<file path="config.mk">
export PLATFORM = sky130hd
export DESIGN_NAME = vend_coin_scheduler
export DESIGN_NICKNAME = d
export VERILOG_FILES = /design/src/rtl/vend_coin_scheduler.sv
export SDC_FILE = /design/constraint.sdc
export NUM_CORES = 1
export LEC_CHECK = 0
export CORE_ASPECT_RATIO = 0.6
export CORE_MARGIN = 5
export CORE_UTILIZATION = 40
export DETAILED_ROUTE_END_ITERATION = 10
export PLACE_DENSITY = 0.69
export SETUP_SLACK_MARGIN = 0.3
export SYNTH_ARGS = -nofsm -noshare
export SYNTH_HDL_FRONTEND = slang
export SYNTH_SLANG_ARGS = --single-unit
</file>
<file path="constraint.sdc">
create_clock -name clk -period 3.6 [get_ports clk]
set_clock_uncertainty 0.2 [all_clocks]
set_input_delay 0.36 -clock clk [delete_from_list [all_inputs] [get_ports clk]]
set_output_delay 0.36 -clock clk [all_outputs]
set_load 0.05 [all_outputs]
</file>
<file path="src/rtl/vend_coin_scheduler.sv">
// Two-panel front end for a single 20-cent vending core: per-panel coin FIFOs,
// a round-robin transaction owner, one-hot coin pulses to the core and vend routing.

module vend_coin_fifo #(
  parameter int DEPTH = 4
) (
  input  logic       clk,
  input  logic       rst,
  input  logic       in_valid,
  input  logic [1:0] in_type,
  output logic       in_ready,
  input  logic       pop,
  output logic [1:0] head,
  output logic       not_empty
);
  localparam int AW = (DEPTH > 1) ? $clog2(DEPTH) : 1;

  logic [1:0]    mem [DEPTH];
  logic [AW-1:0] wr_ptr;
  logic [AW-1:0] rd_ptr;
  logic [AW:0]   count;
  logic          push;

  // Illegal type 00 completes the handshake but never occupies an entry.
  assign in_ready  = (count != (AW+1)'(DEPTH));
  assign push      = in_valid && in_ready && (in_type != 2'b00);
  assign head      = mem[rd_ptr];
  assign not_empty = (count != '0);

  always_ff @(posedge clk) begin
    if (rst) begin
      wr_ptr <= '0;
      rd_ptr <= '0;
      count  <= '0;
    end else begin
      if (push) wr_ptr <= wr_ptr + 1'b1;
      if (pop)  rd_ptr <= rd_ptr + 1'b1;
      count <= count + {{AW{1'b0}}, push} - {{AW{1'b0}}, pop};
    end
  end

  always_ff @(posedge clk) begin
    if (push) mem[wr_ptr] <= in_type;
  end
endmodule

module vend_coin_scheduler #(
  parameter int DEPTH = 4
) (
  input  logic       clk,
  input  logic       rst,
  input  logic       a_coin_valid,
  input  logic [1:0] a_coin_type,
  output logic       a_coin_ready,
  input  logic       b_coin_valid,
  input  logic [1:0] b_coin_type,
  output logic       b_coin_ready,
  output logic       core_nickle,
  output logic       core_dime,
  output logic       core_quarter,
  input  logic       core_soda,
  input  logic [2:0] core_change,
  output logic       vend_a,
  output logic       vend_b,
  output logic [2:0] change_out,
  output logic [1:0] owner,
  output logic       busy
);
  typedef enum logic [1:0] {S_IDLE, S_FEED, S_WAIT, S_DONE} state_t;

  state_t     state;
  logic       rr_ptr;
  logic [1:0] a_head;
  logic [1:0] b_head;
  logic       a_not_empty;
  logic       b_not_empty;
  logic       a_pop;
  logic       b_pop;
  logic       grant_valid;
  logic       grant_b;
  logic [1:0] grant_head;

  vend_coin_fifo #(.DEPTH(DEPTH)) fifo_a (
    .clk(clk), .rst(rst), .in_valid(a_coin_valid), .in_type(a_coin_type),
    .in_ready(a_coin_ready), .pop(a_pop), .head(a_head), .not_empty(a_not_empty)
  );

  vend_coin_fifo #(.DEPTH(DEPTH)) fifo_b (
    .clk(clk), .rst(rst), .in_valid(b_coin_valid), .in_type(b_coin_type),
    .in_ready(b_coin_ready), .pop(b_pop), .head(b_head), .not_empty(b_not_empty)
  );

  // grant_valid marks the edge that enters FEED; the chosen FIFO is popped on that same edge.
  always_comb begin
    grant_valid = 1'b0;
    grant_b     = 1'b0;
    case (state)
      S_IDLE: begin
        if (a_not_empty && b_not_empty) begin
          grant_valid = 1'b1;
          grant_b     = rr_ptr;
        end else if (a_not_empty) begin
          grant_valid = 1'b1;
        end else if (b_not_empty) begin
          grant_valid = 1'b1;
          grant_b     = 1'b1;
        end
      end
      S_WAIT: begin
        if (!core_soda) begin
          grant_b     = (owner == 2'b10);
          grant_valid = grant_b ? b_not_empty : a_not_empty;
        end
      end
      default: ;
    endcase
  end

  assign a_pop      = grant_valid && !grant_b;
  assign b_pop      = grant_valid && grant_b;
  assign grant_head = grant_b ? b_head : a_head;

  always_ff @(posedge clk) begin
    if (rst) begin
      state        <= S_IDLE;
      rr_ptr       <= 1'b0;
      owner        <= 2'b00;
      busy         <= 1'b0;
      core_nickle  <= 1'b0;
      core_dime    <= 1'b0;
      core_quarter <= 1'b0;
      vend_a       <= 1'b0;
      vend_b       <= 1'b0;
      change_out   <= 3'd0;
    end else begin
      core_nickle  <= 1'b0;
      core_dime    <= 1'b0;
      core_quarter <= 1'b0;
      vend_a       <= 1'b0;
      vend_b       <= 1'b0;
      change_out   <= 3'd0;
      if (grant_valid) begin
        core_nickle  <= (grant_head == 2'b01);
        core_dime    <= (grant_head == 2'b10);
        core_quarter <= (grant_head == 2'b11);
      end
      case (state)
        S_IDLE: begin
          if (grant_valid) begin
            state <= S_FEED;
            owner <= grant_b ? 2'b10 : 2'b01;
            busy  <= 1'b1;
          end
        end
        S_FEED: state <= S_WAIT;
        S_WAIT: begin
          // Ownership is held until the core vends; the other panel simply queues.
          if (core_soda) begin
            state      <= S_DONE;
            change_out <= core_change;
            vend_a     <= (owner == 2'b01);
            vend_b     <= (owner == 2'b10);
          end else if (grant_valid) begin
            state <= S_FEED;
          end
        end
        S_DONE: begin
          state  <= S_IDLE;
          owner  <= 2'b00;
          busy   <= 1'b0;
          rr_ptr <= (owner == 2'b01);
        end
        default: state <= S_IDLE;
      endcase
    end
  end
endmodule
</file>
==> results of run 1 <==
sequential cells by signal (all words and copies together), names as in the netlist, named ones only:
register,flops
busy,1
change_out,3
core_dime,1
core_nickle,1
core_quarter,1
fifo_a.count,3
fifo_a.mem,8
fifo_a.rd_ptr,2
fifo_a.wr_ptr,2
fifo_b.count,3
fifo_b.mem,8
fifo_b.rd_ptr,2
fifo_b.wr_ptr,2
owner,2
rr_ptr,1
state,2
vend_a,1
vend_b,1
per-stage QoR:
step / setup slack (ns) / cell area (um2) / total power, W / hold slack (ns) / utilization
CTS: 0.5366 / 2601 / 0.002161 / 0.3258 / 0.5071
floorplan: 0.4926 / 2153 / 0.001520 / 0.2589 / -
detailed placement: 0.3492 / 2480 / 0.001743 / 0.2903 / 0.4834
global placement: 0.4018 / 2480 / 0.001731 / 0.2866 / 0.4834
global route: 0.3382 / 2603 / 0.002337 / 0.3634 / 0.5073
finish: 0.6362 / 2603 / 0.002142 / 0.3244 / 0.5073
worst reg2reg max path, stage by stage (launching register included):
cell and delay [ns]:
dfxtp_1 0.40, nor3_4 0.37, nor4b_1 0.14, nor4_4 0.41, nor2_2 0.10, ha_1 0.30
inv_1 0.05, ha_1 0.13, inv_1 0.04, fa_1 0.37, xor2_1 0.17, xnor2_1 0.13
nor2_1 0.05
layout make-up:
cell class	instances	area [um2]	area share
Timing Repair Buffer	27	262.8	0.1010
Sequential cell	48	1122	0.4313
Tap cell	66	82.58	0.03173
Multi-Input combinational cell	122	964.7	0.3707
Inverter	13	48.80	0.01875
Clock buffer	6	82.58	0.03173
Clock inverter	2	38.79	0.01490
where the power goes:
group          total [W]  leakage (nW)  internal, W  switching (W)
registers       0.000807         0.408     0.000685       0.000122
clock network   0.000408        0.0614     0.000227       0.000181
logic           0.000927         0.510     0.000416       0.000511
cells in the final DEF, fill, tap and decap left out, types with 4 or more instances in the layout:
cell             netlist  layout
o21ai_0                4       4
nor2_1                22      22
mux4_2                 4       4
a21oi_1                9       9
clkbuf_8               0       6
inv_1                 13      13
dfxtp_1               32      31
ha_1                  12      12
edfxtp_1              16      16
xnor2_1                5       5
nor2b_1                8       8
mux2_2                 4       4
and2_1                11      11
clkdlybuf4s50_1        0      24
final timing paths:
check | slack, ns | to | cells past startpoint
max reg2reg | 0.64 | fifo_a.count[2]$_SDFF_PP0_ | 12
min reg2reg | 0.32 | busy$_SDFFE_PP0P_ | 2
min | 0.32 | busy$_SDFFE_PP0P_ | 2
max | 0.64 | fifo_a.count[2]$_SDFF_PP0_ | 12
Yosys cell counts (3+ instances only):
cell and number:
nor2_1 22, and2_1 11, dfxtp_1 32, ha_1 12, edfxtp_1 16, xnor2_1 5, o21ai_0 4, mux2_2 4
inv_1 13, nand2_1 3, nor2b_1 8, a21boi_0 3, a21oi_1 9, mux4_2 4, nor3_1 3
cell families after synthesis:
logic type,count (synthesis)
simple gates,68
flops,48
compound gates,22
buf+inv,17
fa+ha+maj,14
mux,12
xor+xnor,6
layer usage:
layer	track usage	vias to the layer above	wire length (um)	part of all wire
li1	-	705	-	-
met3	0.03969	5	169	0.043
met4	0.03349	0	47	0.012
met1	0.1842	630	2167	0.56
met2	0.1724	23	1502	0.39
met5	0	-	0	0
==> metrics.md, run 1 <==
| Metric | Value |
|---|---|
| Status | finished, final reports clean |
| Placer Congestion | 0.7046 |
| Fillers | 460 |
| Sequential-to-total area share from yosys stat | 0.5206 |
| Clock buffer depth | 2 |
| Post-Synth Adder-Cell Area | 0.08832 |
| DRC errors left | 0 |
| Synth top area share | 0.2975 |
| Slowest stage delay, CP | 0.41 ns |
| Worst Path Required | 3.60 ns |
| Vias | 1363 |
| Layout net count | 243 |
| Starting density of the core | 0.4198 |
| Rel. slew slack | 0.6106 |
| Max Cap Viol | 0 |
| ANT nets after route | 0 |
| Number of enable flip-flop cells after synthesis | 16 |
| Setup Buffers After CTS | 0 |
| Wire per inst | 13.69 um |
| Clock Latency Late Sink | 0.30 ns |
| CP startpoint | fifo_a.count[1]$_SDFF_PP0_ |
| Via density | 4.799 |
| Slew Limit Fails | 0 |
| Ant. Diodes | 0 |
| Largest fanout on the critical path | 7 |
| Yosys warns | 0 |
| CTS clk-pin slew, worst paths | 0.09 ns |
| Final period utilization | 0.8233 |
| CTS buffer count | 5 |
| GRT overflow | 0 |
| Worst Setup End Kind | register |
| Die height | 66.84 um |
| Hold buffers post-CTS | 0 |
| Total global routing track utilization | 0.1245 |
| Maximum VDD drop | 0.3825 mV |
| Synth Flop Type | dfxtp_1 |
| Synth area leaders | dfxtp_1 (30%), edfxtp_1 (22%), ha_1 (7.0%) |
| Final min period | 2.964 ns |
| Layout cells sized above 1 | 0.1284 |
| Post-Synth Simple-Gate Area | 0.1871 |
| Flops & latches, synth | 48 |
| Antenna violations before repair | 0 |
| Setup TNS Final | 0 ns |
| Hold Violations, Final | 0 |
| Yosys top cell by area | dfxtp_1 |
| Fraction of registers with async set/reset | 0 |
| Vias in the first global route | 1396 |
| Mux cell area share after synthesis | 0.08251 |
| CP delay by family, top | simple AND/OR/NAND/NOR gates |
| Combinational family with the most area after synthesis | simple AND/OR/NAND/NOR gates |
| Post-Synth XOR/XNOR Area | 0.02440 |
| Core Region | 5130 um2 |
| Area grow syn2layout | 20.86% |
| Largest net degree at the start of global routing | 26 |
| Count of different cell masters after synthesis | 41 |
| CTS tree | built |
| Hold_sp | busy$_SDFFE_PP0P_ |
| Final setup viols | 0 |
| Detailed Routing Iterations Pass 1 | 4 |
| Site row count | 20 |
| IO buf count | 24 |
| DRT iter0 DRCs | 41 |
| Clock sink count | 48 |
| Slowest-stage cell, CP | nor4_4 |
| Placed cells | 276 |
| Mean Syn Cell Area | 11.52 um2 |
| Crit-path cells | nor3_4 -> nor4b_1 -> nor4_4 -> nor2_2 -> ha_1 -> inv_1 -> ha_1 -> inv_1 -> fa_1 -> xor2_1 -> xnor2_1 -> nor2_1 |
| RR Startpoint | fifo_a.count[1]$_SDFF_PP0_ |
| Fmax | 337.4 MHz |
| Worst Tran Pin Value | 0.5840 ns |
| Critical path type | register to register |
| First-pass GRT wire length | 6.810 mm |
| Synth Net Count | 213 |
| Wirelength, routed | 3.887 mm |
| Compound-Gate Fraction of Synth Area | 0.06566 |
| Post-DP HPWL | 2.851 mm |
| RSZ-0062 raised after global routing | false |
| Syn Std Cell Area | 2153 um2 |
| Mapped Cells | 187 |
| Worst Path Buf+Inv | 2 |
| Root buffer cell | clkbuf_8 |
| Post-CTS sizing | 0 |
| Pwr Density | 822.9 nW/um2 |
| Layout Cells excl Fill | 284 |
| Worst Setup Start Kind | register |
| Crit path arrival time | 2.96 ns |
| H-Tree Depth | 2 |
| Die ar. | 6999 um2 |
| Die W | 104.7 um |
| Hold WC Path Type | register to register |
| Pleak | 0.9799 nW |
| I/O pins | 25 |
Power figures use the tool's default switching activity.
==> inputs of run 2 (changes only) <==
==> constraint.sdc (replaced) <==
create_clock -name clk -period 3.06 [get_ports clk]
set_clock_uncertainty 0.2 [all_clocks]
set_input_delay 0.306 -clock clk [delete_from_list [all_inputs] [get_ports clk]]
set_output_delay 0.306 -clock clk [all_outputs]
set_load 0.05 [all_outputs]
==> run 2 against run 1 <==
Net effect:
- sequential share of layout area shrank 1.3 points
- power grew 23%
- non-clock buffer count grew 11
- final area grew 4.5%
- flip-flop and latch count is the same
- sequential power grew 19%
- register-to-register slack lost 0.28 ns
- hold slack lost 0.022 ns
- worst setup slack lost 0.28 ns
- clock power shrank 12%
- combinational power grew 41%
- largest cell class unchanged
==> metrics.md, run 2 (synthesis results as in run 1) <==
| Metric | Value |
|---|---|
| Status | finished, final reports clean |
| Maximum VDD drop | 0.5804 mV |
| Vias in the first global route | 1365 |
| Largest net degree at the start of global routing | 15 |
| CTS tree | built |
| Area of the multi-input gates | 1017 um2 |
| Hold_sp | busy$_SDFFE_PP0P_ |
| Register Area | 1139 um2 |
| Area after DPL | 2539 um2 |
| Antenna violations before repair | 0 |
| Fillers | 450 |
| IO buf count | 24 |
| RSZ-0062 raised after global routing | true |
| Core Region | 5130 um2 |
| Reg2Reg Setup Slack | 0.36 ns |
| DRC errors left | 0 |
| Pwr Density | 966.0 nW/um2 |
| Final Util | 0.5302 |
| Max Cap Viol | 0 |
| Crit path arrival time | 2.69 ns |
| Hold WC Path Type | register to register |
| Worst reg-to-reg path cell count | 12 |
| CTS clk-pin slew, worst paths | 0.08 ns |
| Total global routing track utilization | 0.1204 |
| Largest fanout on the critical path | 6 |
| DRT iter0 DRCs | 33 |
| Sw Ratio | 0.3830 |
| Layout Cells excl Fill | 294 |
| Die W | 104.7 um |
| RR Startpoint | state[1]$_SDFF_PP0_ |
| WHS Endpoint | busy$_SDFFE_PP0P_ |
| Worst r2r dst | fifo_a.count[2]$_SDFF_PP0_ |
| Wirelength, routed | 3.961 mm |
| Ant. Diodes | 0 |
| Biggest registers after layout | fifo_a.mem: 8 flops, fifo_b.mem: 8 flops |
| Pleak | 1.038 nW |
| Rel. slew slack | 0.5653 |
| Vias | 1409 |
| Die height | 66.84 um |
| Design Area, Final | 2720 um2 |
| H-Tree Depth | 2 |
| Final period utilization | 0.8830 |
| Most frequent cells in the layout | dfxtp_1 (26), clkdlybuf4s50_1 (23), nor2_1 (22) |
| Placed cells | 280 |
| Placer Congestion | 0.7859 |
| Via density | 4.793 |
| Die ar. | 6999 um2 |
| Sequential power share | 0.366 |
| Wire per inst | 13.47 um |
| Final hold slack | 0.3027 ns |
| Post-DP HPWL | 2.979 mm |
| WHS Path Cells | 2 |
| Psw | 0.001006 W |
| Detailed Routing Iterations Pass 1 | 4 |
| Worst Setup Start Kind | register |
| Area grow syn2layout | 26.32% |
| Site row count | 20 |
| Clock sink count | 48 |
| Layout net count | 254 |
| Critical path type | register to register |
| P_int | 0.001621 W |
| Combinational fraction of design power | 0.497 |
| ANT nets after route | 0 |
| Clock buffer depth | 2 |
| Hold Violations, Final | 0 |
| Commonest non-fill, non-tap cell in the layout | dfxtp_1 |
| Final setup viols | 0 |
| Starting density of the core | 0.4198 |
| Fmax | 370.1 MHz |
| Slew Limit Fails | 0 |
| Worst Setup End Kind | register |
| Final min period | 2.702 ns |
| Worst Tran Pin Value | 0.6430 ns |
| Root buffer cell | clkbuf_8 |
| First-pass GRT wire length | 6.603 mm |
| Clk pwr share | 0.137 |
| CTS buffer count | 5 |
| Worst Path Required | 3.05 ns |
| Hold buffers post-CTS | 0 |
| Clock Latency Late Sink | 0.29 ns |
| Layout cells sized above 1 | 0.2061 |
| I/O pins | 25 |
| Setup TNS Final | 0 ns |
| GRT overflow | 0 |
[run 2: changes by cell type in the layout (fill, tap and decap cells not counted), moves of 2 or more]
cell and change:
buf_4 +10, dfxtp_1 -5, or3_1 -2, dfxtp_4 +4, or3_4 +2
[run 2: worst max-delay path, stage by stage, from the launching register on]
cell and delay, ns:
dfxtp_4 0.38, inv_1 0.11, or3_4 0.43, a21oi_4 0.17, nor2_2 0.07, ha_1 0.30
inv_1 0.06, ha_1 0.12, inv_1 0.05, fa_1 0.37, xor2_1 0.17, xnor2_1 0.13
nor2_1 0.05
[run 2: worst max-delay path by stage]
stage	cells after the start	from	slack (ns)	endpoint
finish	12	state[1]$_SDFF_PP0_	0.36	fifo_a.count[2]$_SDFF_PP0_
global route	13	fifo_a.count[1]$_SDFF_PP0_	0.19	fifo_a.count[2]$_SDFF_PP0_
CTS	12	core_soda	0.31	fifo_a.count[2]$_SDFF_PP0_
detailed placement	12	core_soda	-0.04	fifo_a.count[2]$_SDFF_PP0_
global placement	12	core_soda	0.05	fifo_a.count[2]$_SDFF_PP0_
floorplan	12	owner[0]$_SDFFE_PP0P_	0.34	fifo_a.count[2]$_SDFF_PP0_
[run 2: per-stage QoR]
stage               setup slack (ns)  power [W]
global placement             0.04585   0.002120
floorplan                     0.3362   0.001820
detailed placement          -0.03790   0.002147
finish                        0.3580   0.002628
CTS                           0.3066   0.002582
global route                  0.1866   0.002844
[run 2: power groups by stage]
| stage | combinational, W | clock [W] | sequential, W |
|---|---|---|---|
| floorplan | 0.000776 | 0 | 0.00104 |
| global placement | 0.00116 | 0 | 0.000963 |
| detailed placement | 0.00118 | 0 | 0.000965 |
| CTS | 0.00125 | 0.000373 | 0.000962 |
| global route | 0.00145 | 0.000405 | 0.000984 |
| finish | 0.00131 | 0.000359 | 0.000961 |
[run 2: final cells by class]
class / count / share of cell area
inverters: 13 / 0.01794
clock buffers: 5 / 0.02530
clock inverters: 2 / 0.004600
multi-input cells: 122 / 0.3740
repair buffers: 38 / 0.1293
well taps: 66 / 0.03036
flip-flops and latches: 48 / 0.4186
[run 2: metal layers]
layer | vias to the layer above | part of all wire | global-route usage | wire length [um]
met1 | 652 | 0.53 | 0.1714 | 2104
met2 | 22 | 0.42 | 0.1748 | 1678
li1 | 732 | - | - | -
met3 | 3 | 0.041 | 0.03872 | 164
met5 | - | 0 | 0 | 0
met4 | 0 | 0.0035 | 0.03349 | 14
[run 2: what timing repair did]
item                       CTS  global route
cloned                       0             0
pin swaps                    2             5
setup endpoints to repair    3             4
resized for setup            4             9
setup buffers                3             4
==> inputs of run 3 (changes only) <==
--- a/config.mk
+++ b/config.mk
@@ -13,4 +13,5 @@
 export SETUP_SLACK_MARGIN = 0.3
 export SYNTH_ARGS = -nofsm -noshare
 export SYNTH_HDL_FRONTEND = slang
+export SYNTH_HIERARCHICAL = 1
 export SYNTH_SLANG_ARGS = --single-unit
==> run 3 against run 2 <==
Net effect:
- clock-buffer cell count stayed put
- core utilization is 0.87 points higher
- first-iteration DRC count is 64% higher
- critical path depth stayed put
- global-route usage is 0.64 points higher
- clock power is 50% higher
- hold slack worse by 0.036 ns
- combinational power is 15% lower
- sequential share of layout area is 0.61 points lower
- fmax is 4.2% lower
- synthesized area is 1.6% lower
- largest power group unchanged
==> metrics.md, run 3 <==
| Metric | Value |
|---|---|
| Combinational fraction of design power | 0.438 |
| Site row count | 20 |
| Mean Syn Cell Area | 11.65 um2 |
| Clock Latency Late Sink | 0.30 ns |
| Slowest-stage cell, CP | or3_4 |
| Yosys top cell by area | dfxtp_1 |
| Root buffer cell | clkbuf_8 |
| Worst reg-to-reg path cell count | 12 |
| Status | finished, final reports clean |
| DRC errors left | 0 |
| First-pass GRT wire length | 6.762 mm |
| Fillers | 452 |
| Die height | 66.39 um |
| Critical path type | register to register |
| Final Util | 0.5390 |
| Wire per inst | 13.58 um |
| Final min period | 2.820 ns |
| H-Tree Depth | 2 |
| Placer Congestion | 0.8585 |
| Crit-path cells | or3_4 -> mux2_4 -> a21oi_4 -> nor3_4 -> ha_1 -> inv_1 -> ha_1 -> inv_1 -> fa_2 -> xor2_1 -> and2_2 -> nor3_2 |
| Yosys warns | 6 |
| Core Region | 5105 um2 |
| Final setup viols | 0 |
| Sequential power share | 0.350 |
| Area grow syn2layout | 29.81% |
| Max Cap Viol | 0 |
| Sw Ratio | 0.3509 |
| Largest net degree at the start of global routing | 20 |
| Fmax | 354.6 MHz |
| Most instantiated library cell after synthesis | dfxtp_1 |
| Critical path depth | 12 |
| Final period utilization | 0.9216 |
| Sequential-to-total area share from yosys stat | 0.5289 |
| Worst Setup Start Kind | register |
| Layout net count | 249 |
| Setup TNS Final | 0 ns |
| Most frequent cells in the layout | dfxtp_1 (25), clkdlybuf4s50_1 (24), nor2_1 (17) |
| Post-DP HPWL | 2.957 mm |
| Ant. Diodes | 0 |
| Die ar. | 6902 um2 |
| Detailed Routing Iterations Pass 1 | 4 |
| Worst Path Buf+Inv | 2 |
| Clk pwr share | 0.212 |
| Wirelength, routed | 3.937 mm |
| Rel. slew slack | 0.6530 |
| CP delay by family, top | simple AND/OR/NAND/NOR gates |
| WHS Path Cells | 2 |
| Starting density of the core | 0.4152 |
| IO buf count | 24 |
| ANT nets after route | 0 |
| Commonest cells post-synth | dfxtp_1 (32), nor2_1 (19), edfxtp_1 (16) |
| Layout cells sized above 1 | 0.2634 |
| I/O pins | 25 |
| Psw | 0.0008942 W |
| Biggest registers after layout | fifo_a/mem: 8 flops, fifo_b/mem: 8 flops |
| Synth Net Count | 208 |
| Pwr Density | 926.0 nW/um2 |
| CTS clk-pin slew, worst paths | 0.09 ns |
| Slew Limit Fails | 0 |
| Number of enable flip-flop cells after synthesis | 16 |
| Die W | 104.0 um |
| Via density | 4.786 |
| Count of different cell masters after synthesis | 38 |
| Clock sink count | 48 |
| Clock buffer depth | 2 |
| Crit path arrival time | 2.85 ns |
| Largest fanout on the critical path | 4 |
| Slowest stage delay, CP | 0.40 ns |
| Vias in the first global route | 1362 |
| Synth Flop Type | dfxtp_1 |
| Worst Path Required | 3.09 ns |
| DRT iter0 DRCs | 54 |
| Total global routing track utilization | 0.1268 |
| Fraction of registers with async set/reset | 0 |
| Syn Std Cell Area | 2120 um2 |
| Commonest non-fill, non-tap cell in the layout | dfxtp_1 |
| Hold Violations, Final | 0 |
| CTS buffer count | 5 |
| Mapped Cells | 182 |
| Worst Tran Pin Value | 0.5189 ns |
| Flops & latches, synth | 48 |
| Synth area leaders | dfxtp_1 (30%), edfxtp_1 (23%), ha_1 (7.1%) |
| Maximum VDD drop | 0.3838 mV |
| Worst Setup End Kind | register |
| Pleak | 1.039 nW |
| Antenna violations before repair | 0 |
| P_int | 0.001654 W |
| Vias | 1388 |
| GRT overflow | 0 |
| RSZ-0062 raised after global routing | true |
| Synth top area share | 0.3022 |
| CTS tree | built |
| Hold WC Path Type | register to register |
## run 3: cell types whose count changed in the layout (fill, tap and decap cells not counted), sizes merged, moves of 3 or more
| cell | previous run | this run |
|---|---|---|
| xor2 | 1 | 4 |
| a21boi | 3 | 0 |
| nand2 | 3 | 7 |
| nor2 | 24 | 21 |
| mux2 | 6 | 3 |
| nand2b | 1 | 6 |
## run 3: metal layers
layer / vias to the layer above / share of wire / track usage
met5: - / 0 / 0
met2: 24 / 0.43 / 0.1944
met4: 0 / 0.015 / 0.05331
met1: 654 / 0.51 / 0.1682
li1: 705 / - / -
met3: 5 / 0.047 / 0.03707
## run 3: logic make-up (layout without fill, tap and decap cells)
group | Yosys count | count (layout) | share of synthesized area
adder cells (fa/ha/maj) | 14 | 14 | 0.08973
buffers and inverters | 15 | 57 | 0.02656
flip-flops | 48 | 48 | 0.5289
AO/OA/AOI/OAI | 20 | 20 | 0.06671
AND/OR/NAND/NOR | 69 | 69 | 0.1877
multiplexers | 9 | 9 | 0.07143
XOR/XNOR | 7 | 7 | 0.02893
## run 3: final timing paths
kind,from,endpoint,slack (ns)
worst max register to register,fifo_a/count[2]$_SDFF_PP0_,fifo_b/count[2]$_SDFF_PP0_,0.24
worst min-delay path,rr_ptr$_SDFFE_PP0P_,rr_ptr$_SDFFE_PP0P_,0.27
worst max-delay path,fifo_a/count[2]$_SDFF_PP0_,fifo_b/count[2]$_SDFF_PP0_,0.24
worst min register to register,rr_ptr$_SDFFE_PP0P_,rr_ptr$_SDFFE_PP0P_,0.27
## run 3: through the flow
stage          setup WS [ns]  std cells  cell area [um2]  hold WS (ns)  total power, W
2_1_floorplan         0.2721        182             2191        0.2049        0.001632
3_3_place_gp         0.04310        275             2551        0.2427        0.001893
3_5_place_dp         0.04219        275             2551        0.2553        0.001903
4_1_cts               0.2169        289             2741        0.2688        0.002539
5_1_grt               0.1075        290             2751        0.2885        0.002728
6_report              0.2400        290             2751        0.2670        0.002548
## run 3: cell type report
| class | instances | area (um2) | area share |
|---|---|---|---|
| sequential | 48 | 1135 | 0.4125 |
| multi-input combinational | 119 | 1010 | 0.3670 |
| timing repair buffer | 38 | 345.3 | 0.1255 |
| tap | 66 | 82.58 | 0.03001 |
| clock buffer | 5 | 68.82 | 0.02501 |
| clock inverter | 3 | 68.82 | 0.02501 |
| inverter | 11 | 41.29 | 0.01501 |
## run 3: what timing repair did
item / 4_1_cts / 5_1_grt
hold buffers: 0 / 0
pin swaps: 5 / 1
gates resized for setup: 2 / 1
endpoints found under the setup margin: 4 / 4
setup buffers: 6 / 1
## run 3: power by group through the flow
| stage | combinational, W | sequential [W] | clock (W) |
|---|---|---|---|
| detailed placement | 0.000996 | 0.000907 | 0 |
| CTS | 0.00109 | 0.000890 | 0.000555 |
| global route | 0.00124 | 0.000906 | 0.000584 |
| floorplan | 0.000630 | 0.00100 | 0 |
| global placement | 0.000987 | 0.000906 | 0 |
| finish | 0.00112 | 0.000891 | 0.000540 |
## run 3: worst register-to-register path, cell delays in order, from the launching register on
cell     delay [ns]
dfxtp_2        0.35
or3_4          0.40
mux2_4         0.30
a21oi_4        0.19
nor3_4         0.06
ha_1           0.27
inv_1          0.06
ha_1           0.13
inv_1          0.05
fa_2           0.33
xor2_1         0.15
and2_2         0.20
nor3_2         0.09
